File: config.mk
export PLATFORM = sky130hd
export DESIGN_NAME = seg_scan_ctrl
export DESIGN_NICKNAME = d
export VERILOG_FILES = /design/src/rtl/seg_scan_ctrl.sv
export SDC_FILE = /design/constraint.sdc
export NUM_CORES = 1
export LEC_CHECK = 0
export BUFFER_PORTS_ARGS = -buffer_cell sky130_fd_sc_hd__buf_4
export CORE_ASPECT_RATIO = 1.1
export CORE_MARGIN = 2
export CORE_UTILIZATION = 50
export CTS_BUF_LIST = sky130_fd_sc_hd__clkbuf_4
export CTS_CLUSTER_SIZE = 10
export DETAILED_ROUTE_END_ITERATION = 10
export GPL_ROUTABILITY_DRIVEN = 0
export GPL_TIMING_DRIVEN = 0
export PLACE_DENSITY_LB_ADDON = 0.25
export REMOVE_ABC_BUFFERS = 1
export SETUP_SLACK_MARGIN = 0.1
export SYNTH_ARGS = -nofsm -noshare
export SYNTH_HDL_FRONTEND = slang
export SYNTH_SLANG_ARGS = --single-unit
File: constraint.sdc
create_clock -name clk -period 3.43 [get_ports clk]
set_clock_uncertainty 0.15 [all_clocks]
set_input_delay 0.686 -clock clk [delete_from_list [all_inputs] [get_ports clk]]
set_output_delay 0.686 -clock clk [all_outputs]
set_load 0.02 [all_outputs]
File: src/rtl/seg_scan_ctrl.sv
// Multiplexed 7-segment scan controller.
// Drives DIGITS common-cathode/anode positions one slot at a time. Shadow
// registers take new content on load; that content moves to the active set
// only at a frame boundary, so a frame is never shown half-updated.
// Ports:
//   clk, rst            - clock, asynchronous active-high reset
//   nums[4*DIGITS-1:0]  - one nibble per digit, digit 0 in nums[3:0]
//   load                - strobe capturing nums/dp_in/blink_en into shadow
//   dp_in, blink_en     - per-digit decimal point / blink enable
//   lz_blank            - leading-zero blanking enable (live level)
//   display[6:0]        - segments g..a, active-low, registered
//   dp                  - decimal point, active-low, registered
//   digit[DIGITS-1:0]   - one-cold digit enable, active-low, registered
//   frame               - one-cycle pulse when the active set is committed
module seg_scan_ctrl #(
  parameter int unsigned DIGITS    = 4,
  parameter int unsigned SCAN_DIV  = 65536,
  parameter int unsigned BLINK_DIV = 25
) (
  input  logic                  clk,
  input  logic                  rst,
  input  logic [4*DIGITS-1:0]   nums,
  input  logic                  load,
  input  logic [DIGITS-1:0]     dp_in,
  input  logic [DIGITS-1:0]     blink_en,
  input  logic                  lz_blank,
  output logic [6:0]            display,
  output logic                  dp,
  output logic [DIGITS-1:0]     digit,
  output logic                  frame
);

  localparam int unsigned CW = (SCAN_DIV > 1) ? $clog2(SCAN_DIV) : 1;
  localparam int unsigned IW = (DIGITS > 1) ? $clog2(DIGITS) : 1;
  localparam int unsigned BW = BLINK_DIV + 1;
  localparam int unsigned NW = 4 * DIGITS;

  logic [CW-1:0]     cnt_q,       cnt_d;
  logic [IW-1:0]     idx_q,       idx_d;
  logic [BW-1:0]     blink_q,     blink_d;
  logic              started_q,   started_d;
  logic              pend_q,      pend_d;
  logic [NW-1:0]     sh_nums_q,   sh_nums_d;
  logic [DIGITS-1:0] sh_dp_q,     sh_dp_d;
  logic [DIGITS-1:0] sh_blink_q,  sh_blink_d;
  logic [NW-1:0]     act_nums_q,  act_nums_d;
  logic [DIGITS-1:0] act_dp_q,    act_dp_d;
  logic [DIGITS-1:0] act_blink_q, act_blink_d;
  logic [6:0]        display_q,   display_d;
  logic              dp_q,        dp_d;
  logic [DIGITS-1:0] digit_q,     digit_d;
  logic              frame_q,     frame_d;

  logic              tick_c;
  logic              commit_c;
  logic [3:0]        nib_c;
  logic              lz_c;
  logic              blink_c;
  logic [6:0]        seg_c;

  // Active-low g..a segment code for one nibble.
  function automatic logic [6:0] seg7(input logic [3:0] v);
    logic [6:0] s;
    case (v)
      4'd0:    s = 7'b1000000;
      4'd1:    s = 7'b1111001;
      4'd2:    s = 7'b0100100;
      4'd3:    s = 7'b0110000;
      4'd4:    s = 7'b0011001;
      4'd5:    s = 7'b0010010;
      4'd6:    s = 7'b0000010;
      4'd7:    s = 7'b1111000;
      4'd8:    s = 7'b0000000;
      4'd9:    s = 7'b0010000;
      4'd10:   s = 7'b0111111;
      default: s = 7'b1111111;
    endcase
    return s;
  endfunction

  // True when the selected nibble and every more-significant nibble are zero.
  function automatic logic upper_zero(input logic [NW-1:0] n, input logic [IW-1:0] sel);
    logic r;
    r = 1'b1;
    for (int j = 0; j < int'(DIGITS); j++) begin
      if (j >= int'(sel) && n[j*4 +: 4] != 4'd0) r = 1'b0;
    end
    return r;
  endfunction

  // Next-state and output computation; outputs follow the post-edge state.
  always_comb begin
    cnt_d       = cnt_q;
    idx_d       = idx_q;
    blink_d     = blink_q + BW'(1);
    started_d   = started_q;
    pend_d      = pend_q;
    sh_nums_d   = sh_nums_q;
    sh_dp_d     = sh_dp_q;
    sh_blink_d  = sh_blink_q;
    act_nums_d  = act_nums_q;
    act_dp_d    = act_dp_q;
    act_blink_d = act_blink_q;
    display_d   = display_q;
    dp_d        = dp_q;
    digit_d     = digit_q;

    tick_c = (cnt_q == CW'(SCAN_DIV - 1));
    cnt_d  = tick_c ? '0 : cnt_q + CW'(1);

    if (tick_c) begin
      idx_d     = (idx_q == IW'(DIGITS - 1)) ? '0 : idx_q + IW'(1);
      started_d = 1'b1;
    end

    if (load) begin
      sh_nums_d  = nums;
      sh_dp_d    = dp_in;
      sh_blink_d = blink_en;
      pend_d     = 1'b1;
    end

    // A load in the boundary cycle itself counts as pending (bypass).
    commit_c = tick_c && (idx_q == IW'(DIGITS - 1)) && (pend_q || load);
    if (commit_c) begin
      act_nums_d  = sh_nums_d;
      act_dp_d    = sh_dp_d;
      act_blink_d = sh_blink_d;
      pend_d      = 1'b0;
    end
    frame_d = commit_c;

    nib_c   = act_nums_d[{idx_d, 2'b00} +: 4];
    lz_c    = lz_blank && (idx_d != '0) && upper_zero(act_nums_d, idx_d);
    blink_c = blink_d[BW-1] && act_blink_d[idx_d];
    seg_c   = (lz_c || blink_c) ? 7'h7F : seg7(nib_c);

    // Outputs stay at their reset values until the first tick.
    if (started_d) begin
      display_d = seg_c;
      dp_d      = ~(act_dp_d[idx_d] && !blink_c);
      digit_d   = ~(DIGITS'(1) << idx_d);
    end
  end

  always_ff @(posedge clk or posedge rst) begin
    if (rst) begin
      cnt_q       <= '0;
      idx_q       <= '0;
      blink_q     <= '0;
      started_q   <= 1'b0;
      pend_q      <= 1'b0;
      sh_nums_q   <= '0;
      sh_dp_q     <= '0;
      sh_blink_q  <= '0;
      act_nums_q  <= '0;
      act_dp_q    <= '0;
      act_blink_q <= '0;
      display_q   <= 7'h7F;
      dp_q        <= 1'b1;
      digit_q     <= '1;
      frame_q     <= 1'b0;
    end else begin
      cnt_q       <= cnt_d;
      idx_q       <= idx_d;
      blink_q     <= blink_d;
      started_q   <= started_d;
      pend_q      <= pend_d;
      sh_nums_q   <= sh_nums_d;
      sh_dp_q     <= sh_dp_d;
      sh_blink_q  <= sh_blink_d;
      act_nums_q  <= act_nums_d;
      act_dp_q    <= act_dp_d;
      act_blink_q <= act_blink_d;
      display_q   <= display_d;
      dp_q        <= dp_d;
      digit_q     <= digit_d;
      frame_q     <= frame_d;
    end
  end

  assign display = display_q;
  assign dp      = dp_q;
  assign digit   = digit_q;
  assign frame   = frame_q;

endmodule

After elaboration in Yosys (flattened, before gate mapping)
Memory sizes are Yosys's and may differ from the RTL's.
Cells that the tools add are included.
Word-level totals
  ROM bits: 112
  memories kept: 1
  word-level logic and storage cells: 68
  output and inout bits: 13
  flip-flop bits (word level): 107
  input port bits: 28
Cells by class
  shift-type cells: 2
  magnitude comparators: 4
  add/sub/neg operators: 3
  bitwise operators: 2
  muxes and demuxes: 21
  eq/ne operators: 2
  reduce and logical (&&, ||, !) cells: 18
Memory list
  (name not given): depth 16, width 7, read ports 1, clocked after Yosys merged registers in 0, wr ports 0, RTL line 64  | case (v)
Operators by type and width (number)
  2-to-1 mux 16 bit: 3
  adder 26 x 1 -> 26 bit (second input constant): 1
  adder 16 x 1 -> 16 bit (second input constant): 1
  equality test 16 bit (second input constant): 1
  2-to-1 mux 4 bit: 4
  nonzero test 4 bit: 4
  indexed part select 16 x 5 -> 4 bit: 1
  logical AND 1 bit: 9
  2-to-1 mux 1 bit: 9
  2-to-1 mux 7 bit: 1
  binary-select mux 1 bit (select 2 bit): 2
  greater-or-equal comparator 1 x 2 -> 1 bit (first input constant): 2
  2-to-1 mux 2 bit: 2
  inverter 4 bit: 1
  nonzero test 2 bit: 2
  << shifter 1 x 2 -> 4 bit (first input constant): 1
  less-than comparator 2 x 3 -> 1 bit (second input constant): 1
  adder 2 x 1 -> 2 bit (second input constant): 1
  equality test 2 bit (second input constant): 1
  greater-or-equal comparator 2 bit (first input constant): 1
  logical OR 1 bit: 2
  zero test 1 bit: 1
  inverter 1 bit: 1

Depth between registers and ports, before layout
  word-level depth: 13
  gate-level depth with buffers: 15
  gate-level depth less buffers: 14

Worst setup path after synthesis
Ideal clock, no wire load.
  path type: register to register
  from: reg cnt_q[0]
  to: reg display_q[4] (netlist: display[4])
  stages on the path, launching flop included: 15
  setup slack: -114 ps
  path buffers: 2
  library setup time: 86 ps
  clock period less this slack: 3544 ps
  arrival time: 3308 ps
  path through: dfrtp_1 ha_1 nand4_1 or4_1 buf_6 nor2_4 buf_4 mux2_2 a22o_1 a221o_1 inv_1 ha_1 nor2_1 a2111oi_2 nor2_1
Between the ends
  elaborated cells on any way between the ends: 31
  classes of those cells: order compare (3); eq/ne (1); shift (1); mux (11); reduce/logical (14); memory (1)
RTL lines
  from (decl): RTL line 38  | logic [CW-1:0] cnt_q, cnt_d;
  from (signal assigned): RTL line 164  | cnt_q <= cnt_d;
  equality test 16 bit (*): RTL line 108  | tick_c = (cnt_q == CW'(SCAN_DIV - 1));
  logical AND 1 bit (*) (2 in a row): RTL line 124  | commit_c = tick_c && (idx_q == IW'(DIGITS - 1)) && (pend_q || load);
  2-to-1 mux 16 bit (*): RTL line 125  | if (commit_c) begin
  via act_nums_d[8]: RTL line 46  | logic [NW-1:0] act_nums_q, act_nums_d;
  parallel branches: the longest is 6 deep, another holds memory read (16 x 7 bit)
  2-to-1 mux 7 bit (*): RTL line 136  | seg_c = (lz_c || blink_c) ? 7'h7F : seg7(nib_c);
  to (signal assigned): RTL line 175  | display_q <= display_d;
  to (decl): RTL line 49  | logic [6:0] display_q, display_d;
Mark *: on every way through the listed nets, which the timed path passes. The select of a mux whose other input is x is not followed.
A chain may end at the register's enable or synchronous reset.

Worst setup path in the final report
  from: reg cnt_q[4]
  to: reg display_q[4] (netlist: display[4])
Between the ends
  cells in the longest elaborated chain, start to end: 13
  elaborated cells on any way between the ends: 31
  classes of those cells: order compare (3); eq/ne (1); shift (1); mux (11); reduce/logical (14); memory (1)
RTL lines (RTL line)
  equality test 16 bit (*): 108
  logical AND 1 bit (*) (2 in a row): 124
  2-to-1 mux 16 bit (*): 125
  via act_nums_d[3]: 46
  parallel branches: the longest is 8 deep, another holds memory read (16 x 7 bit)
  2-to-1 mux 7 bit (*): 136
Marks and branches as above.

==> results.sh <==
export IMPL_pre_cts_slack_ps=-1080
export IMPL_clk_pin_slew_ps=160
export IMPL_core_um2=9490
export IMPL_layout_worst_path_cycle_share_pct=97.8
export IMPL_dr_pass1_iters=4
export IMPL_syn_instance_count=419
export IMPL_start_util_pct=51.9
export IMPL_numPortBuffers=40
export IMPL_grt_pass1_vias=3455
export IMPL_cap_violations=0
export IMPL_num_vias=3366
export IMPL_worstHoldPathType="in2async"
export IMPL_p_leak_nw=2.79
export IMPL_netlist_top_cells_count="95 x dfrtp_1, 40 x mux2_2, 40 x nand2_1"
export IMPL_drive_above_1_share_pct=34.8
export IMPL_first_iter_violations=148
export IMPL_root_buffer="clkbuf_4"
export IMPL_antennaDiodeCount=0
export IMPL_dp_cells=566
export IMPL_status="complete, no violations"
export IMPL_ctsLongestPathBuffers=2
export IMPL_ys_seq_elements=107
export IMPL_yosysUniqueCellTypes=57
export IMPL_finalCriticalPeriod_ps=3350
export IMPL_cts_buffers=9
export IMPL_synth_edf_count=0
export IMPL_maxSlewViolCount=0
export IMPL_place_hpwl_um=6530
export IMPL_area_growth_pct=20.3
export IMPL_pwr_density_cell_nw_per_um2=334
export IMPL_wl_um=9970
export IMPL_hold_viol=0
export IMPL_seq_area_frac_synth_pct=54.7
export IMPL_clk_latency_ps=450
export IMPL_avgSynthCellArea_um2=11.8
export IMPL_rrSetupSlack_ps=80
export IMPL_cp_required_ps=3680
export IMPL_cts_hold_buffers_added=0
export IMPL_antenna_left=0
export IMPL_setup_slack_ps=75.7
export IMPL_cts_tree="built"
export IMPL_tightest_slew_ps=814
export IMPL_final_nets=528
export IMPL_postSynth_asyncResetShare_pct=100
export IMPL_synthDominantCellAreaShare_pct=48.3
export IMPL_crit_path_start_kind="register"
export IMPL_grt_ovfl_total=0
export IMPL_setup_tns_ps=0
export IMPL_crit_type="reg2reg"
export IMPL_worst_ep_arrival_time_ps=3600
export IMPL_clkSinkCount=107
export IMPL_yosys_top_cells_area="dfrtp_1 48%, mux2_2 9.1%, dfstp_2 6.4%"
export IMPL_netlist_area_um2=4920
export IMPL_maxSlewHeadroom_pct=45.4
export IMPL_die_w_um=98.6
export IMPL_setup_viol=0
export IMPL_final_cells=614
export IMPL_rsz0062_at_grt="true"
export IMPL_rows=37
export IMPL_ys_warn_count=0
export IMPL_fillers=740
export IMPL_grt_pass1_wl_um=17000
export IMPL_die_h_um=108
export IMPL_grt_max_degree=75
export IMPL_cp_end_kind="register"
export IMPL_wl_per_cell_um=16.2
export IMPL_yosysTopAreaCell="dfrtp_1"
export IMPL_max_freq_ghz=0.298
export IMPL_drc=0
export IMPL_antenna_found_initial=0
export IMPL_vdd_drop_max_mv=0.199
export IMPL_htreeDepth=3
export IMPL_gr_usage_all_layers_pct=20.0
export IMPL_seq_area_um2=2700
export IMPL_ys_flop_type="dfrtp_1"
export IMPL_viasPerCell=5.48
export IMPL_top_level_ports=41
export IMPL_multi_input_comb_area_um2=2270
export IMPL_synth_most_common_cell="dfrtp_1"
export IMPL_die_area_um2=10700
export IMPL_crit_path_max_fanout=7
[layout make-up]
type | instances | share of cell area, %
Tap cell | 117 | 2.47
Clock inverter | 4 | 0.465
Clock buffer | 12 | 1.52
Timing Repair Buffer | 72 | 10.5
Inverter | 18 | 1.18
Sequential cell | 107 | 45.5
Multi-Input combinational cell | 284 | 38.4
[report_power, final]
| group | leakage, nW | internal (mW) | total, mW | switching [mW] |
|---|---|---|---|---|
| clock network | 0.0612 | 0.173 | 0.572 | 0.399 |
| logic | 1.37 | 0.0517 | 0.110 | 0.0579 |
| registers | 1.36 | 1.29 | 1.30 | 0.00841 |
| total | 2.79 | 1.52 | 1.98 | 0.465 |
[sequential cells by signal (all words and copies together) (netlist names), 2 cells and up]
register / cells
digit: 4
idx_q: 2
sh_blink_q: 4
display: 7
cnt_q: 16
sh_dp_q: 4
blink_q: 26
act_nums_q: 16
act_blink_q: 4
sh_nums_q: 16
act_dp_q: 4
[worst max-delay path: stages (launching register included)]
cell	delay [ps]
dfrtp_2	450
nand4_4	150
or4_4	610
nor2_4	190
buf_6	130
buf_12	130
buf_6	110
mux2_4	300
mux2_4	290
mux2_4	300
buf_6	130
a2111oi_4	300
nor2_1	70
[stage by stage]
step	hold slack (ps)	instance area [um^2]	utilization [%]	total power [mW]
detailed placement	307	5330	56.2	1.43
floorplan	288	4850	-	1.38
global placement	304	5300	55.9	1.42
finish	69.4	5920	62.4	1.98
global route	103	5920	62.4	2.06
CTS	78.5	5780	60.9	1.99
[cell usage in the layout (no fill, tap or decap), types with 9 or more instances in the layout]
cell type,count
dfstp_2,12
a21oi_1,10
buf_4,60
xnor2_1,25
mux2_2,32
inv_1,12
nand2_1,40
buf_6,9
nor2_1,32
dfrtp_1,92
clkbuf_4,12
nand3_1,17
xor2_1,14
and3_1,12
[worst paths after layout]
kind	cells past startpoint	from	end
min in group clk	2	dp_in[0]	sh_dp_q[0]$_DFF_PP0_
min	2	rst	blink_q[14]$_DFF_PP0_
max	12	cnt_q[4]$_DFF_PP0_	display[4]$_DFFE_PP1P_
max in group asynchronous	3	rst	display[6]$_DFFE_PP1P_
min reg2reg	1	blink_q[5]$_DFF_PP0_	blink_q[5]$_DFF_PP0_
max reg2reg	12	cnt_q[4]$_DFF_PP0_	display[4]$_DFFE_PP1P_
[routing by layer]
| layer | global-route usage, % | routed length [um] | up-vias |
|---|---|---|---|
| met5 | 0 | 0 | - |
| met4 | 6.46 | 143 | 0 |
| met3 | 2.52 | 431 | 11 |
| met2 | 31.9 | 4870 | 68 |
| met1 | 28.7 | 4520 | 1667 |
| li1 | - | - | 1620 |
[timing repair]
action                                  4_1_cts  5_1_grt
pin swaps                                    13       13
resized for setup                            34       12
setup buffers                                20       11
gates cloned                                  1        0
endpoints found under the setup margin        8        7
[cells by family after synthesis]
kind of cell,Yosys count,share of synthesized area (%)
adder cells (fa/ha/maj),8,2.03
flip-flops,107,54.7
XOR/XNOR,39,6.94
buffers and inverters,29,2.77
AND/OR/NAND/NOR,139,14.7
AO/OA/AOI/OAI,46,6.99
multiplexers,51,11.9
No activity file was read; power rests on OpenSTA's default activity.
